**src/rtl/dmem_arbiter.sv**
```systemverilog
// dmem_arbiter
//   Shares one single-port, word-addressed data RAM between the CPU load/store
//   unit (port 0) and a secondary master (port 1). Round-robin arbitration,
//   byte/halfword/word accesses, sign/zero-extended sub-word loads and
//   read-modify-write sub-word stores.
//
// Ports
//   clk, rst_n             clock, asynchronous active-low reset
//   pN_req                 request, held until pN_ack
//   pN_we                  1 = store, 0 = load
//   pN_size                00 byte, 01 half, 10 word, 11 illegal
//   pN_unsigned            zero-extend loads when 1
//   pN_addr                byte address
//   pN_wdata               right-aligned store data
//   pN_ack/pN_err/pN_rdata one-cycle completion, error flag, load data
//   mem_wr_en/mem_addr/mem_wdata/mem_rdata   RAM port (combinational read)
module dmem_arbiter #(
  parameter int ADDR_WIDTH = 32
) (
  input  logic                  clk,
  input  logic                  rst_n,
  input  logic                  p0_req,
  input  logic                  p0_we,
  input  logic [1:0]            p0_size,
  input  logic                  p0_unsigned,
  input  logic [ADDR_WIDTH-1:0] p0_addr,
  input  logic [31:0]           p0_wdata,
  output logic                  p0_ack,
  output logic                  p0_err,
  output logic [31:0]           p0_rdata,
  input  logic                  p1_req,
  input  logic                  p1_we,
  input  logic [1:0]            p1_size,
  input  logic                  p1_unsigned,
  input  logic [ADDR_WIDTH-1:0] p1_addr,
  input  logic [31:0]           p1_wdata,
  output logic                  p1_ack,
  output logic                  p1_err,
  output logic [31:0]           p1_rdata,
  output logic                  mem_wr_en,
  output logic [ADDR_WIDTH-1:0] mem_addr,
  output logic [31:0]           mem_wdata,
  input  logic [31:0]           mem_rdata
);

  localparam logic [1:0] S_IDLE   = 2'd0;
  localparam logic [1:0] S_ACCESS = 2'd1;
  localparam logic [1:0] S_WRITE  = 2'd2;
  localparam logic [1:0] S_DONE   = 2'd3;

  logic [1:0]            state;
  logic                  prio;     // port that wins when both request
  logic                  port_q;
  logic                  err_q;
  logic                  we_q;
  logic                  uns_q;
  logic [1:0]            size_q;
  logic [ADDR_WIDTH-1:0] addr_q;
  logic [31:0]           wdata_q;
  logic [31:0]           merge_q;
  logic [31:0]           resp_q;

  logic any_req;
  logic gnt;
  logic req_err;
  logic sub_store;
  logic wr_word;

  function automatic logic [31:0] load_extract(input logic [31:0] word,
                                               input logic [1:0]  size,
                                               input logic [1:0]  off,
                                               input logic        uns);
    logic signed [7:0]  b;
    logic signed [15:0] h;
    logic signed [31:0] r;
    b = word[{off, 3'b000} +: 8];
    h = word[{off[1], 4'b0000} +: 16];
    r = '0;
    case (size)
      2'b00:   if (uns) r = {24'd0, b}; else r = b;
      2'b01:   if (uns) r = {16'd0, h}; else r = h;
      2'b10:   r = word;
      default: r = '0;
    endcase
    return r;
  endfunction

  function automatic logic [31:0] merge_lane(input logic [31:0] word,
                                             input logic [31:0] wdata,
                                             input logic [1:0]  size,
                                             input logic [1:0]  off);
    logic [31:0] r;
    r = word;
    if (size == 2'b00)
      r[{off, 3'b000} +: 8] = wdata[7:0];
    else if (size == 2'b01)
      r[{off[1], 4'b0000} +: 16] = wdata[15:0];
    return r;
  endfunction

  assign any_req   = p0_req | p1_req;
  // gnt = 1 selects port 1; the pointer only matters when both request
  assign gnt       = (p0_req & p1_req) ? prio : p1_req;
  assign req_err   = (size_q == 2'b11) ||
                     ((size_q == 2'b01) && addr_q[0]) ||
                     ((size_q == 2'b10) && (addr_q[1:0] != 2'b00));
  assign sub_store = we_q && (size_q != 2'b10);
  assign wr_word   = (state == S_ACCESS) && we_q && (size_q == 2'b10) && !req_err;

  // control: arbitration and sequencing
  always_ff @(posedge clk or negedge rst_n) begin
    if (!rst_n) begin
      state  <= S_IDLE;
      prio   <= 1'b0;
      port_q <= 1'b0;
      err_q  <= 1'b0;
    end else begin
      case (state)
        S_IDLE: begin
          if (any_req) begin
            port_q <= gnt;
            prio   <= ~gnt;
            state  <= S_ACCESS;
          end
        end
        S_ACCESS: begin
          err_q <= req_err;
          state <= (!req_err && sub_store) ? S_WRITE : S_DONE;
        end
        S_WRITE: state <= S_DONE;
        default: state <= S_IDLE;
      endcase
    end
  end

  // datapath: request latch, merge and response registers
  always_ff @(posedge clk) begin
    if ((state == S_IDLE) && any_req) begin
      we_q    <= gnt ? p1_we       : p0_we;
      size_q  <= gnt ? p1_size     : p0_size;
      uns_q   <= gnt ? p1_unsigned : p0_unsigned;
      addr_q  <= gnt ? p1_addr     : p0_addr;
      wdata_q <= gnt ? p1_wdata    : p0_wdata;
    end
    if (state == S_ACCESS) begin
      merge_q <= merge_lane(mem_rdata, wdata_q, size_q, addr_q[1:0]);
      resp_q  <= (!req_err && !we_q) ?
                 load_extract(mem_rdata, size_q, addr_q[1:0], uns_q) : 32'd0;
    end
  end

  // all outputs are decoded from registers and gated by state, so an
  // asynchronous reset returns them to zero immediately
  assign mem_wr_en = (state == S_WRITE) || wr_word;
  assign mem_addr  = ((state == S_ACCESS) || (state == S_WRITE)) ?
                     {addr_q[ADDR_WIDTH-1:2], 2'b00} : '0;
  assign mem_wdata = (state == S_WRITE) ? merge_q : (wr_word ? wdata_q : 32'd0);

  assign p0_ack   = (state == S_DONE) && !port_q;
  assign p1_ack   = (state == S_DONE) &&  port_q;
  assign p0_err   = p0_ack && err_q;
  assign p1_err   = p1_ack && err_q;
  assign p0_rdata = p0_ack ? resp_q : 32'd0;
  assign p1_rdata = p1_ack ? resp_q : 32'd0;

endmodule

```
**config.mk**
```make
export PLATFORM = sky130hd
export DESIGN_NAME = dmem_arbiter
export DESIGN_NICKNAME = d
export VERILOG_FILES = /design/src/rtl/dmem_arbiter.sv
export SDC_FILE = /design/constraint.sdc
export NUM_CORES = 1
export LEC_CHECK = 0
export CORE_MARGIN = 2
export CORE_UTILIZATION = 47
export DETAILED_ROUTE_END_ITERATION = 7
export GPL_ROUTABILITY_DRIVEN = 1
export PLACE_DENSITY = 0.95
export SLEW_MARGIN = 20
export SYNTH_ARGS = -nofsm -noshare
export SYNTH_HDL_FRONTEND = slang
export SYNTH_SLANG_ARGS = --single-unit
export TNS_END_PERCENT = 100
```
**constraint.sdc**
```tcl
create_clock -name clk -period 7.34 [get_ports clk]
set_input_delay 0.734 -clock clk [delete_from_list [all_inputs] [get_ports clk]]
set_output_delay 0.734 -clock clk [all_outputs]
set_load 0.03 [all_outputs]
```
==> results of run 1 <==
[final cells by class]
cell class / instances / area [um2] / area share [%]
diodes: 1 / 2.502 / 0.02199
clock buffers: 17 / 425.4 / 3.738
flip-flops and latches: 137 / 4089 / 35.93
clock inverters: 15 / 151.4 / 1.330
well taps: 216 / 270.3 / 2.375
repair buffers: 308 / 3068 / 26.96
inverters: 6 / 22.52 / 0.1979
multi-input cells: 414 / 3351 / 29.44
[flip-flops by register name, summed over array words and instances, names as in the netlist, 2 cells and up]
signal and cells:
merge_q 32, resp_q 32, addr_q 32, state 2, size_q 2, wdata_q 32
[power by group]
part           internal, mW  leakage [nW]  switching (mW)
logic                 0.830          2.54            1.17
registers              1.20          1.30           0.167
clock network         0.499         0.282           0.338
total                  2.53          4.13            1.67
[per-layer routing]
layer | routed length, um | up-vias | share of wire [%] | track usage (%)
li1 | - | 2862 | - | -
met1 | 8528 | 3019 | 36 | 29.11
met2 | 12340 | 366 | 52 | 47.80
met3 | 2401 | 49 | 10 | 8.766
met4 | 682 | 2 | 2.8 | 11.71
met5 | 11 | - | 0.046 | 0
[cells in the final DEF, fill, tap and decap left out, types with 3 or more instances in the layout]
cell	n
clkdlybuf4s50_1	302
edfxtp_1	132
mux2_2	83
and2_1	64
a22o_1	48
nand2_1	45
and3_1	33
a21oi_2	17
clkbuf_16	17
a21oi_1	16
a22oi_1	13
nor2b_1	11
a32oi_1	9
ha_1	9
a221o_1	8
nand2b_1	7
mux4_2	7
inv_1	6
buf_4	6
o21ai_0	5
clkinv_4	5
dfrtp_1	5
a21o_1	4
nor2_1	4
nand3_1	3
clkinv_2	3
[worst max-delay path, stage by stage, from the launching register on]
cell,delay (ns)
dfrtp_1,0.41
inv_1,0.11
ha_2,0.17
buf_4,0.63
nand4_1,0.25
nor2_2,0.13
buf_4,0.35
a22o_1,0.21
clkdlybuf4s50_1,0.67
[per-stage QoR]
stage	cells	power [mW]	setup slack, ns	util (%)
2_1_floorplan	607	2.579	3.033	-
3_3_place_gp	1081	3.323	3.480	67.71
3_5_place_dp	1081	3.369	3.369	67.71
5_1_grt	1113	4.372	2.935	71.36
6_report	1114	4.201	3.215	71.38
4_1_cts	1113	4.217	2.899	71.33
[worst paths after layout]
check,to,slack [ns],cells past startpoint
max,mem_wdata[19],3.22,8
min,prio,0.49,1
max reg2reg,resp_q[3],4.47,6
min reg2reg,prio,0.49,1
max in group asynchronous,err_q,6.59,1
min in group asynchronous,state[1],0.55,1
[cell families (layout without fill, tap and decap cells)]
family / after synthesis / in the layout / share of synthesized area [%]
simple gates: 182 / 182 / 13.23
flops: 137 / 137 / 53.12
compound gates: 129 / 129 / 13.83
mux: 91 / 91 / 14.32
buf+inv: 56 / 346 / 3.820
fa+ha+maj: 10 / 10 / 1.625
other cells: 1 / 3 / 0.04872
==> qor.yml, run 1 <==
critical_path:
  cp-start-kind: "flip-flop"
  arrival_ns: 3.39
  cp-end-kind: "output pin"
  critPathKind: "reg2out"
  path_max_fanout: 66
  r2r-start: "addr_q[0]"
  worstPathRequired_ns: 6.61
  crit_start: "state[1]"
power:
  power_density_nw_per_um2: 369.2
  vdd_ir_drop_max_v: 0.0002366
  power.leakage_nw: 4.126
yosys:
  synth_top_cell_by_area: "edfxtp_1"
  synth_top_area_share_pct: 51.50
  seq_area_frac_synth_pct: 53.12
  syn_area_per_cell_um2: 12.70
  post_synth_num_cell_types: 44
  synth_commonest_cells: "edfxtp_1, mux2_2, and2_1"
  netlist_instances: 606
  synth-seq-cells: 137
  ys_warn_count: 0
  async_flop_share_pct: 3.650
  synth_flop_cell: "edfxtp_1"
  netlist_area_um2: 7697
  synth_most_common_cell: "edfxtp_1"
  netlist_top_cells_area: "edfxtp_1, mux2_2, a22o_1"
  synth_edf_count: 132
clock_network:
  clk_pin_slew_ns: 0.06
  postCtsSetupRepairBufs: 0
  cts_hold_buf: 0
  clk_latency_ns: 0.42
  cts_tree: "yes"
  cts_buffers: 17
  cts.sinks: 137
  cts.path.max_buffers: 2
  cts-root-buf: "clkbuf_16"
  h-tree-depth: 4
  cts_resized: 0
sta:
  rsz0062_at_grt: "false"
  finalHoldViolCount: 0
  tightest_slew_ns: 1.156
  timing.final.crit_share_pct: 56.20
  skew_ns: 0.009633
  fmax_mhz: 242.4
  whs_ns: 0.4865
  period_minus_slack_ns: 4.125
  slew_headroom_pct: 22.59
  final_max_slew_viol_count: 0
  setup_viol_count_final: 0
  fin_tns_setup_ns: 0
place:
  place.gp.congestion: 0.8733
  io_buffers: 302
  dpl-instance-area_um2: 10800
  hpwlAfterDp_um: 17290
floorplanning:
  fp.coreArea_um2: 15940
  die_h_um: 132.0
  initial_core_util_pct: 48.28
  placementRows: 46
  fp.dieW_um: 132.0
  dieArea_um2: 17420
  io_pins: 305
global_route:
  grt_pass1_wl_um: 35580
  grt_pass1_vias: 6467
  grt_start_max_net_pins: 69
  antenna_found_initial: 2
  overflow: 0
  grtUsageTotal_pct: 26.82
layout:
  drive_gt1_share_pct: 17.50
  fill_cells: 1099
  syn_to_final_growth_pct: 47.84
  final_cell_area_um2: 11380
  num-nets-final: 1066
min_path:
  hold_start: "prio"
  hp-class: "reg2reg"
drt:
  ant_nets: 0
  vias: 6298
  drt_pass1_iterations: 6
  drt_iter0_drc: 529
  wl_per_cell_um: 21.51
  wl_um: 23970
  via_per_inst: 5.654
  drc_errors: 0
job:
  cap_violations: 0
status:
  status: "finished, final reports clean"
No activity file was read; power rests on OpenSTA's default activity.
==> run 2, diff against run 1 <==
--- a/config.mk
+++ b/config.mk
@@ -6,10 +6,10 @@
 export NUM_CORES = 1
 export LEC_CHECK = 0
 export CORE_MARGIN = 2
-export CORE_UTILIZATION = 47
+export CORE_UTILIZATION = 44
 export DETAILED_ROUTE_END_ITERATION = 7
 export GPL_ROUTABILITY_DRIVEN = 1
-export PLACE_DENSITY = 0.95
+export PLACE_DENSITY = 0.92
 export SLEW_MARGIN = 20
 export SYNTH_ARGS = -nofsm -noshare
 export SYNTH_HDL_FRONTEND = slang
==> constraint.sdc (replaced) <==
create_clock -name clk -period 3.8 [get_ports clk]
set_input_delay 0.38 -clock clk [delete_from_list [all_inputs] [get_ports clk]]
set_output_delay 0.38 -clock clk [all_outputs]
set_load 0.03 [all_outputs]
==> run 2 against run 1 <==
Sequential share of layout area shrank 0.56 points. Worst setup slack got worse by 2.5 ns. Die area grew 6.6%. Clock skew is essentially flat. Critical path depth down 2. Global-route usage down 1.4 points. Register-to-register slack got worse by 3.4 ns. Critical path type unchanged. Critical endpoint is now p0_rdata[10].
==> qor.yml, run 2 (synthesized netlist as in run 1, its figures left out) <==
clock_network:
  cts.sinks: 137
  cts_tree: "yes"
  clk_latency_ns: 0.43
  cts_resized: 0
  cts-root-buf: "clkbuf_16"
  postCtsSetupRepairBufs: 0
  cts_buffers: 17
  cts.path.max_buffers: 2
  cts_hold_buf: 0
  h-tree-depth: 4
  clk_pin_slew_ns: 0.06
power:
  power.leakage_nw: 4.264
  p_seq_share_pct: 30.9
  internal-power_mw: 5.068
  vdd_ir_drop_max_v: 0.0005313
  p_comb_share_pct: 48.4
  swShare_pct: 39.46
  p_switching_mw: 3.303
  p_total_mw: 8.371
  pwr-share-clk_pct: 20.7
  power_density_nw_per_um2: 724.2
global_route:
  antenna_found_initial: 0
  grtUsageTotal_pct: 25.37
  grt_start_max_net_pins: 69
  grt_pass1_wl_um: 35130
  overflow: 0
  grt_pass1_vias: 6301
sta:
  timing.final.crit_share_pct: 80.55
  finalHoldViolCount: 0
  final_max_slew_viol_count: 0
  setup_viol_count_final: 0
  rsz0062_at_grt: "false"
  slew_headroom_pct: 38.32
  fin_tns_setup_ns: 0
  fmax_mhz: 326.7
  skew_ns: 0.009322
  final.setup.worst_slack_ns: 0.7392
  period_minus_slack_ns: 3.061
  tightest_slew_ns: 0.9251
critical_path:
  path_max_fanout: 35
  arrival_ns: 2.68
  cp-start-kind: "flip-flop"
  cp-end-kind: "output pin"
  critPathKind: "reg2out"
  worstPathRequired_ns: 3.42
floorplanning:
  fp.dieW_um: 136.3
  dieArea_um2: 18570
  placementRows: 48
  io_pins: 305
  die_h_um: 136.3
  initial_core_util_pct: 44.81
  fp.coreArea_um2: 17180
drt:
  wl_um: 23590
  wl_per_cell_um: 20.91
  ant_nets: 0
  vias: 6302
  drt_pass1_iterations: 5
  drt_iter0_drc: 577
  via_per_inst: 5.587
  drc_errors: 0
layout:
  syn_to_final_growth_pct: 50.16
  mostFrequentLayoutCell: "clkdlybuf4s50_1"
  fill_cells: 1218
  final_cell_area_um2: 11560
  drive_gt1_share_pct: 21.82
  num-nets-final: 1072
  final_cell_mix: "clkdlybuf4s50_1, edfxtp_1, mux2_2"
  num_antenna_cells: 0
place:
  dpl-instance-area_um2: 10950
  place.gp.congestion: 0.9061
  hpwlAfterDp_um: 17090
  io_buffers: 302
  pre_cts_slack_ns: 1.137
job:
  cap_violations: 0
status:
  status: "finished, final reports clean"
min_path:
  hp-class: "in2async"
[run 2: power groups by stage]
stage               sequential, mW  combinational, mW  clock (mW)
floorplan                     2.48               2.48           0
global placement              2.60               3.95           0
detailed placement            2.60               4.04           0
CTS                           2.59               4.07        1.75
global route                  2.63               4.28        1.81
finish                        2.59               4.05        1.73
[run 2: layer usage]
metal	track usage, %	vias to the layer above	wire length (um)
met4	9.549	0	587
met5	0	-	0
li1	-	2871	-
met2	43.94	364	11940
met3	7.196	46	2102
met1	29.90	3021	8960
[run 2: final cells by class]
type	count	area [um2]	share of cell area, %
clock inverters	15	186.4	1.613
multi-input cells	414	3346	28.95
repair buffers	314	3208	27.75
clock buffers	17	425.4	3.680
inverters	6	22.52	0.1948
flip-flops and latches	137	4089	35.38
well taps	225	281.5	2.436
[run 2: worst paths after layout]
path                            from           end  slack [ns]  depth (start not counted)
max                         state[0]  p0_rdata[10]        0.74                          6
min                            rst_n      state[1]        0.18                          1
max reg2reg                addr_q[0]    resp_q[22]        1.10                          6
min reg2reg                     prio          prio        0.50                          1
max in group asynchronous      rst_n        port_q        3.40                          1
min in group clk                prio          prio        0.50                          1
[run 2: worst max-delay path: stages (launching register included)]
cell	delay [ns]
dfrtp_1	0.43
ha_1	0.19
buf_4	0.28
nor2b_1	0.19
buf_4	0.28
and2_1	0.19
clkdlybuf4s50_1	0.68
[run 2: metrics by stage]
stage / instances / util (%) / hold slack [ns]
6_report: 1128 / 67.29 / 0.1844
3_5_place_dp: 1096 / 63.73 / 0.4867
5_1_grt: 1128 / 67.29 / 0.1829
4_1_cts: 1128 / 67.29 / 0.1783
2_1_floorplan: 607 / - / 0.08441
3_3_place_gp: 1096 / 63.73 / 0.4657
